### src/rtl/huff_mask_scanner.sv
// rtl/huff_mask_scanner.sv - streams set-bit indices of a 128-bit mask, highest first.
// Optional HUFF_SCAN_COUNT_EN compiles in the per-mask index counter behind done_count.

module encoder #(
  parameter int DATA_W = 128,
  parameter int IDX_W  = 7
) (
  input  logic [DATA_W-1:0] data_in,
  output logic [IDX_W-1:0]  index_out
);
  // Ascending scan so the highest set bit is the last assignment to win.
  always_comb begin
    index_out = '0;
    for (int i = 0; i < DATA_W; i++) begin
      if (data_in[i]) index_out = IDX_W'(i);
    end
  end
endmodule

module huff_mask_scanner #(
  parameter int DATA_W = 128,
  parameter int IDX_W  = 7,
  parameter int CNT_W  = 8
) (
  input  logic              clk,
  input  logic              rst_n,
  input  logic              in_valid,
  output logic              in_ready,
  input  logic [DATA_W-1:0] in_mask,
  input  logic              abort,
  output logic              out_valid,
  input  logic              out_ready,
  output logic [IDX_W-1:0]  out_index,
  output logic              out_last,
  output logic              done,
  output logic [CNT_W-1:0]  done_count
);
  typedef enum logic {IDLE, SCAN} state_t;

  state_t            state_q, state_d;
  logic [DATA_W-1:0] work_q, work_d;
  logic              done_q, done_d;
  logic [IDX_W-1:0]  enc_idx;
  logic [DATA_W-1:0] onehot;
  logic [DATA_W-1:0] rest;

  encoder #(.DATA_W(DATA_W), .IDX_W(IDX_W)) u_enc (
    .data_in  (work_q),
    .index_out(enc_idx)
  );

  assign onehot    = DATA_W'(1) << enc_idx;
  assign rest      = work_q & ~onehot;
  assign out_valid = (state_q == SCAN);
  assign out_index = out_valid ? enc_idx : '0;
  assign out_last  = out_valid && (rest == '0);
  assign in_ready  = rst_n && !abort && (state_q == IDLE);
  assign done      = done_q;

  always_comb begin
    state_d = state_q;
    work_d  = work_q;
    done_d  = 1'b0;
    if (abort) begin
      state_d = IDLE;
      work_d  = '0;
    end else if (state_q == IDLE) begin
      if (in_valid && in_ready) begin
        work_d = in_mask;
        if (~|in_mask) done_d = 1'b1;
        else           state_d = SCAN;
      end
    end else if (out_ready) begin
      work_d = rest;
      if (out_last) begin
        state_d = IDLE;
        done_d  = 1'b1;
      end
    end
  end

  always_ff @(posedge clk) begin
    if (!rst_n) begin
      state_q <= IDLE;
      work_q  <= '0;
      done_q  <= 1'b0;
    end else begin
      state_q <= state_d;
      work_q  <= work_d;
      done_q  <= done_d;
    end
  end

`ifdef HUFF_SCAN_COUNT_EN
  logic [CNT_W-1:0] cnt_q, cnt_d;
  logic [CNT_W-1:0] done_count_q, done_count_d;

  always_comb begin
    cnt_d        = cnt_q;
    done_count_d = '0;
    if (abort || (in_valid && in_ready)) begin
      cnt_d = '0;
    end else if (out_valid && out_ready) begin
      cnt_d = cnt_q + CNT_W'(1);
      if (out_last) done_count_d = cnt_q + CNT_W'(1);
    end
  end

  always_ff @(posedge clk) begin
    if (!rst_n) begin
      cnt_q        <= '0;
      done_count_q <= '0;
    end else begin
      cnt_q        <= cnt_d;
      done_count_q <= done_count_d;
    end
  end

  assign done_count = done_count_q;
`else
  assign done_count = '0;
`endif
endmodule

### config.mk
export PLATFORM = sky130hd
export DESIGN_NAME = huff_mask_scanner
export DESIGN_NICKNAME = d
export VERILOG_FILES = /design/src/rtl/huff_mask_scanner.sv
export SDC_FILE = /design/constraint.sdc
export NUM_CORES = 1
export LEC_CHECK = 0
export CAP_MARGIN = 20
export CELL_PAD_IN_SITES_DETAIL_PLACEMENT = 1
export CELL_PAD_IN_SITES_GLOBAL_PLACEMENT = 1
export CORE_MARGIN = 2
export CORE_UTILIZATION = 40
export CTS_CLUSTER_SIZE = 25
export DETAILED_ROUTE_END_ITERATION = 16
export GPL_ROUTABILITY_DRIVEN = 0
export PLACE_DENSITY = 0.83
export SYNTH_ARGS = -nofsm -noshare
export SYNTH_HDL_FRONTEND = slang
export SYNTH_SLANG_ARGS = --single-unit
### constraint.sdc
create_clock -name clk -period 5.6 [get_ports clk]
set_input_delay 1.4 -clock clk [delete_from_list [all_inputs] [get_ports clk]]
set_output_delay 1.4 -clock clk [all_outputs]
set_load 0.02 [all_outputs]
==> results.toml, run 1 <==
[logic_synthesis]
synth_largest_area_cell = "dfxtp_1"
yosysUniqueCellTypes = 89
synth.area.top_cells = "dfxtp_1, nand2_1, o21ai_0, a21oi_1, nor2_1"
synth_top_cell_area_share_pct = 26.5
syn-mean-instance-area_um2 = 7.09
synth-seq-cells = 130
ys.flop_type = "dfxtp_1"
yosysWarnings = 0
synth_commonest_cells = "nand2_1, nor2_1, o21ai_0"
syn_area_um2 = 9810
syn_inst = 1383
ys_seq_area_share_pct = 26.5
synth.most_common_cell = "nand2_1"
synth_edf_count = 0
synth-async-reset-ratio_pct = 0

[global_route]
grt_max_degree = 77
grt_pass1_wl_mm = 169
grtUsageTotal_pct = 86.2
grt_pass1_vias = 22400
grt.overflow.total = 451

[cts]
cts_buffers = 17
cts_buffer_depth = 2
cts.sinks = 130
cts-htree-levels = 4
clk_root_buffer_cell = "clkbuf_16"

[die]
initial_utilization_pct = 40.6
die_w_um = 161
fp-row-count = 57
die_y_um = 161
io-pin-count = 152

[placed_design]
preCtsSetupSlack_ns = -0.933
placedCellCount = 2203
portBuffers = 143
hpwl_mm = 52.3

[run_status]
status = "aborted with a tool error"
haltStage = "5_1_grt"
error = "[ERROR GRT-0116] Global routing finished with congestion. Check the congestion regions in the DRC Viewer."
[kinds of logic after synthesis]
group | count (synthesis) | synth area share (%)
simple gates | 631 | 34.4
mux | 2 | 0.204
compound gates | 496 | 33.3
other cells | 1 | 0.0382
flops | 130 | 26.5
buf+inv | 123 | 5.57
[through the flow]
step                      instance area [um2]  hold slack (ns)
after floorplan                          9830            0.450
after global placement                  14600            0.490
after detailed placement                14600            0.524
after CTS                               16700            0.530
[layer usage]
metal	overflow	GRT usage, %
met1	8	84.9
met2	250	100
met3	11	73.6
met4	182	88.7
met5	0	47.5
[repair_timing]
| item | 4_1_cts |
|---|---|
| endpoints found under the setup margin | 1 |
| resized for setup | 193 |
| gates cloned | 2 |
| setup buffers | 74 |
| pin swaps | 66 |
| hold buffers | 0 |
| endpoints found under the hold margin | 0 |
==> inputs of run 2 (changes only) <==
==> config.mk (replaced) <==
export PLATFORM = sky130hd
export DESIGN_NAME = huff_mask_scanner
export DESIGN_NICKNAME = d
export VERILOG_FILES = /design/src/rtl/huff_mask_scanner.sv
export SDC_FILE = /design/constraint.sdc
export NUM_CORES = 1
export LEC_CHECK = 0
export CAP_MARGIN = 20
export CORE_MARGIN = 2
export CORE_UTILIZATION = 27
export DETAILED_ROUTE_END_ITERATION = 16
export GPL_ROUTABILITY_DRIVEN = 0
export PLACE_DENSITY_LB_ADDON = 0.15
export SYNTH_ARGS = -nofsm -noshare
export SYNTH_HDL_FRONTEND = slang
export SYNTH_SLANG_ARGS = --single-unit
==> run 2 against run 1 <==
Net effect: the flow now finishes, with violations (negative setup slack); area after synthesis stayed put; synthesized cell count unchanged.
==> results.toml, run 2 <==
[logic_synthesis]
synth_largest_area_cell = "dfxtp_1"
yosysUniqueCellTypes = 89
syn-mean-instance-area_um2 = 7.09
synth_edf_count = 0
yosysWarnings = 0
synth-seq-cells = 130
synth_commonest_cells = "nand2_1, nor2_1, o21ai_0"
synth.area.top_cells = "dfxtp_1, nand2_1, o21ai_0, a21oi_1, nor2_1"
ys_seq_area_share_pct = 26.5
synth_top_cell_area_share_pct = 26.5
syn_area_um2 = 9810
synth.most_common_cell = "nand2_1"
synth-async-reset-ratio_pct = 0
ys.flop_type = "dfxtp_1"
syn_inst = 1383

[timing]
clock_skew_ns = 0.0176
finalHoldViolations = 0
finalSetupViolations = 1
timing.final.crit_share_pct = 106
slew_viol_final = 0
fmax_mhz = 168
max_slew_margin_pct = 33.7
fin_crit_ns = 5.96
rsz0062_at_grt = "true"
setup_ws_ns = -0.360
tightest_slew_ns = 0.986

[critical_path]
cpMaxStageDelayCell = "or4_4"
required_ns = 4.20
cp_cell_sequence = "or4_4, o21ai_4, a211oi_2, a211o_1, and2b_4, buf_6, nand3_4, o21ai_4, nand4_1, or4_4, nor4_4, nand2_2, nor4_4, buf_4, buf_6"
critPathMaxFanout = 6
crit_path_end_kind = "primary output"
cp.arrival_ns = 4.56
max_stage_delay_ns = 0.62
cp_top_family = "simple AND/OR/NAND/NOR gates"
crit_path_start_kind = "flop"
path_buf_inv = 3
crit_type = "flop to primary output"

[routing]
detail-route-antenna-nets = 0
num_vias = 14400
wl_per_cell_um = 24.3
wirelength_mm = 60.0
drt_iter0_drc = 1895
drtPass1Iterations = 7
vias_per_cell = 5.83
drcViolationCount = 0

[finish]
max_flop_register = "work_q"
largest_reg_flops = 128
final-seq-area_um2 = 2630
fin_util_pct = 48.2
diodes = 0
mostFrequentLayoutCells = "buf_4, nand2_1, nor2_1"
final_nets = 2131
fillers = 3563
syn_to_final_growth_pct = 75.1
layout-drive-gt1-share_pct = 38.6
fin_area_um2 = 17200
final_common_cell = "buf_4"
multiInputGateArea_um2 = 7640

[cts]
cts_hold_buf = 0
cts_buffer_depth = 2
cts-htree-levels = 4
cts.sinks = 130
clk_root_buffer_cell = "clkbuf_16"
insertion_delay_ns = 0.47
clk_pin_slew_ns = 0.06
cts_tree = "yes"
cts_buffers = 17

[global_route]
grt_pass1_vias = 13500
grt_pass1_wl_mm = 86.5
grt_max_degree = 70
grt.overflow.total = 0
antenna_found_initial = 1
grtUsageTotal_pct = 30.5

[placed_design]
hpwl_mm = 46.5
portBuffers = 143
place_area_um2 = 15100
preCtsSetupSlack_ns = -0.895

[pwr]
power.leakage_nw = 6.83
power_density_nw_per_um2 = 257
ir_worst_vdd_v = 0.000303
finalPower_mw = 4.41

[run_status]
status = "finished with violations"
violations = "negative setup slack"

[run]
cap_violations = 0

[die]
fp-row-count = 69
core_um2 = 35700
io-pin-count = 152
initial_utilization_pct = 27.5
die_w_um = 195
die_y_um = 195
design.die.area_um2 = 37900

[worst_hold_path]
hold_path_class = "flop to flop"
==> run 2: cell counts after synthesis <==
Identical to the previous run, type by type.
==> run 2: power breakdown <==
| part | leakage (nW) | switching (mW) | internal (mW) |
|---|---|---|---|
| sequential | 1.06 | 0.0149 | 0.938 |
| clock | 0.277 | 0.466 | 0.675 |
| combinational | 5.50 | 1.28 | 1.03 |
==> run 2: logic make-up after synthesis <==
family / after synthesis / share of synthesized area (%)
and+or+nand+nor: 631 / 34.4
muxes: 2 / 0.204
AOI/OAI and AO/OA: 496 / 33.3
DFF: 130 / 26.5
buffers and inverters: 123 / 5.57
other: 1 / 0.0382
==> run 2: path summary, 6_finish.rpt <==
| kind | start | to | slack (ns) | depth (start not counted) |
|---|---|---|---|---|
| worst max-delay path | work_q[118] | out_last | -0.36 | 15 |
| worst min-delay path | work_q[81] | work_q[81] | 0.50 | 2 |
| worst max register to register | work_q[120] | out_valid | 1.39 | 15 |
| worst min register to register | work_q[81] | work_q[81] | 0.50 | 2 |
==> run 2: final cells by class <==
type,instances,area share [%]
well taps,461,3.36
clock buffers,19,2.64
repair buffers,681,32.8
multi-input cells,1138,44.5
clock inverters,13,0.787
flip-flops and latches,130,15.3
inverters,30,0.656
==> run 2: timing repair <==
item                                    4_1_cts  5_1_grt
cloned                                        1        1
endpoints found under the setup margin        1        1
pin swaps                                    35       67
resized for setup                           108      129
setup buffers                                18       36
==> run 2: tightest hold or removal path, delay by kind of cell, from the launching register on <==
family	cells	cell delay (ns)
flops	1	0.34
simple gates	1	0.06
compound gates	1	0.05
==> run 2: metrics by stage <==
step / hold WS, ns / std cells / TNS, ns
3_5_place_dp: 0.496 / 2386 / -0.895
5_1_grt: 0.548 / 2472 / -0.447
2_1_floorplan: 0.450 / 1390 / 0
4_1_cts: 0.505 / 2437 / -0.321
6_report: 0.499 / 2472 / -0.360
3_3_place_gp: 0.501 / 2386 / -0.968
==> run 2: per-layer routing <==
metal  wire length [um]  vias up  share of wire [%]  track usage (%)
li1                   -     6457                  -                -
met1              24900     6849                 42             40.8
met2              25600      899                 43             46.3
met3               6290      213                 10             7.96
met4               3060        4                5.1             12.6
met5                 77        -               0.13                0
(Power assumes the default switching activity.)
==> inputs of run 3 (changes only) <==
--- a/config.mk
+++ b/config.mk
@@ -10,7 +10,8 @@
 export CORE_UTILIZATION = 27
 export DETAILED_ROUTE_END_ITERATION = 16
 export GPL_ROUTABILITY_DRIVEN = 0
-export PLACE_DENSITY_LB_ADDON = 0.15
+export PLACE_DENSITY = 0.48
+export SKIP_CTS_REPAIR_TIMING = 1
 export SYNTH_ARGS = -nofsm -noshare
 export SYNTH_HDL_FRONTEND = slang
 export SYNTH_SLANG_ARGS = --single-unit
==> run 3 against run 2 <==
Net effect: the flow still finishes with violations (negative setup slack); flip-flop and latch count unchanged; clock power about the same; largest cell class unchanged; die area unchanged; first-iteration DRC count decreased by 11%; clock-buffer cell count unchanged.
==> results.toml, run 3 (synthesis gave the netlist of run 2 again) <==
[die]
core_um2 = 35700
design.die.area_um2 = 37900
initial_utilization_pct = 27.5
fp-row-count = 69
die_w_um = 195
die_y_um = 195
io-pin-count = 152

[critical_path]
crit_path_end_kind = "primary output"
r2r_slack_ns = 1.42
reg2reg_depth = 17
cpMaxStageDelayCell = "or4_1"
required_ns = 4.20
cp_cell_sequence = "or4_1, a21boi_2, buf_4, o2111ai_1, a211o_1, and2b_4, buf_4, nand3_2, buf_4, o21ai_1, nand4_1, or4_4, nor4_4, nand2_2, nor4_4, buf_4, buf_6"
cp.arrival_ns = 4.66
crit_type = "flop to primary output"
cpMostUsedCell = "buf_4"
r2r-end = "done"
critPathMaxFanout = 5
crit_path_start_kind = "flop"
r2r-start = "work_q[78]"
max_stage_delay_ns = 0.55

[cts]
insertion_delay_ns = 0.46
clk_pin_slew_ns = 0.06
cts_buffer_depth = 2
cts_tree = "yes"
cts.sinks = 130
cts-htree-levels = 4
cts_buffers = 17
clk_root_buffer_cell = "clkbuf_16"

[finish]
diodes = 0
largest_reg_flops = 128
syn_to_final_growth_pct = 68.7
fin_area_um2 = 16500
layout-drive-gt1-share_pct = 35.4
final_nets = 2112
mostFrequentLayoutCells = "buf_4, nand2_1, nor2_1"
max_flop_register = "work_q"
fillers = 3636
final_common_cell = "buf_4"

[pwr]
power_density_nw_per_um2 = 260
power.leakage_nw = 6.57
ir_worst_vdd_v = 0.000234
finalPower_mw = 4.31

[routing]
wirelength_mm = 59.2
wl_per_cell_um = 24.1
drcViolationCount = 0
detail-route-antenna-nets = 0
drtPass1Iterations = 9
num_vias = 14400
vias_per_cell = 5.86
drt_iter0_drc = 1695

[timing]
tightest_slew_ns = 0.883
slew_viol_final = 0
finalSetupViolations = 1
max_slew_margin_pct = 40.6
finalHoldViolations = 0
setup_ws_ns = -0.464
clock_skew_ns = 0.0137
fin_crit_ns = 6.06
rsz0062_at_grt = "true"
fin_tns_setup_ns = -0.464
timing.final.crit_share_pct = 108
fmax_mhz = 165

[run_status]
status = "finished with violations"
violations = "negative setup slack"

[placed_design]
place_area_um2 = 15000
portBuffers = 143
preCtsSetupSlack_ns = -0.851
hpwl_mm = 46.0

[worst_hold_path]
hold_path_depth = 2
hold_path_class = "flop to flop"
hold_path_end = "work_q[81]"
min_from = "work_q[81]"

[run]
cap_violations = 0

[global_route]
grtUsageTotal_pct = 30.1
antenna_found_initial = 0
grt_pass1_vias = 13500
grt_pass1_wl_mm = 85.7
grt.overflow.total = 0
grt_max_degree = 73
==> run 3: changes by cell type in the layout (fill, tap and decap cells not counted), sizes merged <==
cell and delta:
nand2b +1, clkinvlp -1, buf -21, inv -1, clkbuf -1, clkinv +2
a21oi +1, and2b +1
==> run 3: per-stage QoR <==
step / hold slack [ns] / utilization (%) / instances
final: 0.503 / 46.4 / 2453
after global routing: 0.536 / 46.4 / 2453
after CTS: 0.505 / 43.7 / 2407
after detailed placement: 0.494 / 42.1 / 2375
after global placement: 0.495 / 42.1 / 2375
after floorplan: 0.450 / - / 1390
==> run 3: final cells by class <==
cell class / instances / area (um2) / share of cell area [%]
clock buffers: 19 / 453 / 2.74
clock inverters: 13 / 136 / 0.824
inverters: 30 / 113 / 0.681
multi-input cells: 1141 / 7300 / 44.1
flip-flops and latches: 130 / 2610 / 15.8
well taps: 461 / 577 / 3.49
repair buffers: 659 / 5350 / 32.4
==> run 3: worst max-delay path by stage <==
stage / startpoint / endpoint / slack [ns] / cells past startpoint
4_1_cts: work_q[64] / out_last / -1.35 / 13
3_5_place_dp: work_q[64] / out_last / -0.85 / 13
6_report: work_q[52] / out_last / -0.46 / 17
3_3_place_gp: work_q[64] / out_last / -0.94 / 13
2_1_floorplan: work_q[92] / out_last / 0.59 / 13
5_1_grt: work_q[18] / out_last / -0.57 / 17
==> run 3: worst max-delay path: cells and delay by family (launching register included) <==
kind | cells | cell delay [ns]
AOI/OAI and AO/OA | 4 | 0.86
buffers and inverters | 5 | 0.70
DFF | 1 | 0.30
and+or+nand+nor | 8 | 2.34
==> run 3: routing by layer <==
metal  wire length (um)  vias to the layer above  GRT usage, %
li1                   -                     6409             -
met1              25100                     6889          40.6
met2              25000                      873          44.7
met3               6110                      203          7.79
met4               2960                        0          13.6
met5                  0                        -             0
==> run 3: report_power, final <==
group	leakage [nW]	total (mW)	internal [mW]	switching, mW
clock	0.281	1.15	0.675	0.477
combinational	5.24	2.20	0.981	1.22
sequential	1.05	0.952	0.939	0.0134
total	6.57	4.31	2.59	1.71
==> inputs of run 4 (changes only) <==
--- a/config.mk
+++ b/config.mk
@@ -6,7 +6,7 @@
 export NUM_CORES = 1
 export LEC_CHECK = 0
 export CAP_MARGIN = 20
-export CORE_MARGIN = 2
+export CORE_MARGIN = 3
 export CORE_UTILIZATION = 27
 export DETAILED_ROUTE_END_ITERATION = 16
 export GPL_ROUTABILITY_DRIVEN = 0
==> run 4 against run 3 <==
Net effect: the flow still finishes with violations (negative setup slack); global-route usage is 1.1 points lower; first-iteration DRC count is 6.0% higher; hold slack lost 0.0077 ns; power up 0.88%.
==> results.toml, run 4 (synthesis gave the netlist of run 2 again) <==
[finish]
syn_to_final_growth_pct = 70.4
final_nets = 2106
layout-drive-gt1-share_pct = 35.5
max_flop_register = "work_q"
final_common_cell = "buf_4"
diodes = 0
final_cells = 2447
largest_reg_flops = 128
mostFrequentLayoutCells = "buf_4, nand2_1, nor2_1"
fin_util_pct = 46.9
fillers = 3551

[placed_design]
portBuffers = 143
hpwl_mm = 46.2
placedCellCount = 2372

[die]
initial_utilization_pct = 27.5
io-pin-count = 152
fp-row-count = 69
die_w_um = 197
design.die.area_um2 = 38600
die_y_um = 197
core_um2 = 35700

[timing]
finalHoldViolations = 0
setup_ws_ns = -0.541
finalSetupViolations = 1
fin_crit_ns = 6.14
rsz0062_at_grt = "true"
fmax_mhz = 163
clock_skew_ns = 0.0105
max_slew_margin_pct = 37.9
timing.final.crit_share_pct = 110
slew_viol_final = 0
hold_ws_ns = 0.495
fin_tns_setup_ns = -0.541
tightest_slew_ns = 0.923

[cts]
cts-htree-levels = 4
cts_buffer_depth = 2
insertion_delay_ns = 0.46
cts.sinks = 130
clk_root_buffer_cell = "clkbuf_16"
clk_pin_slew_ns = 0.06
cts_buffers = 17
cts_tree = "yes"

[run_status]
status = "finished with violations"
violations = "negative setup slack"

[critical_path]
r2r-end = "out_valid"
reg2reg_depth = 15
r2r_slack_ns = 1.31
r2r-start = "work_q[120]"
critPathMaxFanout = 6
crit_type = "flop to primary output"
crit_path_end_kind = "primary output"
cp.arrival_ns = 4.74
crit_path_start_kind = "flop"
required_ns = 4.20

[routing]
wl_per_cell_um = 24.1
drt_iter0_drc = 1797
wirelength_mm = 59.0
num_vias = 14400
drtPass1Iterations = 7
drcViolationCount = 0
detail-route-antenna-nets = 0
vias_per_cell = 5.87

[worst_hold_path]
hold_path_depth = 2
hold_path_class = "flop to flop"
hold_path_end = "work_q[81]"
min_from = "work_q[81]"

[pwr]
ir_worst_vdd_v = 0.000260
p_seq_share_pct = 22.0
power.switching_mw = 1.70
pwr-share-comb_pct = 51.0
power.share.clock_pct = 27.0
p_int_mw = 2.64
power.leakage_nw = 6.63
sw_frac_of_total_pct = 39.2
finalPower_mw = 4.34
power_density_nw_per_um2 = 260

[global_route]
grt-busiest-layer = "met2"
antenna_found_initial = 0
grt_pass1_vias = 13500
grt_use_met2_pct = 43.1
grtUsageTotal_pct = 29.0
gr-usage-met1_pct = 39.5
grt_max_degree = 73
grt_pass1_wl_mm = 84.7
met3_usage_pct = 7.44
grt.overflow.total = 0

[run]
cap_violations = 0
[run 4: worst max-delay path by stage]
stage                startpoint  slack, ns  endpoint  depth (start not counted)
finish              work_q[120]      -0.54  out_last                         15
global route        work_q[120]      -0.51  out_last                         16
CTS                 work_q[104]      -1.28  out_last                         17
detailed placement  work_q[116]      -0.78  out_last                         16
global placement    work_q[104]      -0.85  out_last                         17
floorplan            work_q[92]       0.59  out_last                         13
[run 4: layer usage]
metal,up-vias,wire length (um)
met5,-,0
met4,0,3350
met3,218,6210
met2,904,24400
met1,6852,25000
li1,6394,-
[run 4: worst max-delay path, stage by stage (launching register included)]
cell and delay, ns:
dfxtp_1 0.32, nor2b_1 0.14, or4_4 0.52, and3b_2 0.29, nand3_2 0.09, o211ai_1 0.55, o22ai_4 0.26, buf_12 0.22
o21ai_0 0.19, nand4_1 0.22, or4_4 0.48, nor4_4 0.32, nand2_2 0.10, nor4_4 0.31, buf_4 0.17, buf_6 0.11
[run 4: final cells by class]
| cell class | count | area (um2) | share of cell area (%) |
|---|---|---|---|
| Clock inverter | 10 | 133 | 0.794 |
| Timing Repair Buffer | 656 | 5460 | 32.7 |
| Multi-Input combinational cell | 1138 | 7350 | 44.0 |
| Sequential cell | 130 | 2610 | 15.6 |
| Clock buffer | 22 | 464 | 2.78 |
| Tap cell | 461 | 577 | 3.45 |
| Inverter | 30 | 113 | 0.674 |
[run 4: per-stage QoR]
stage	setup slack, ns	area [um2]
floorplan	0.592	9830
global placement	-0.854	15000
detailed placement	-0.779	15000
CTS	-1.28	15600
global route	-0.506	16700
finish	-0.541	16700
[run 4: power by group through the flow]
stage / clock, mW / combinational (mW) / sequential, mW
after CTS: 1.19 / 1.79 / 0.953
after global routing: 1.23 / 2.26 / 0.956
after floorplan: 0 / 0.741 / 0.975
after global placement: 0 / 1.78 / 0.973
final: 1.17 / 2.22 / 0.954
after detailed placement: 0 / 1.78 / 0.973
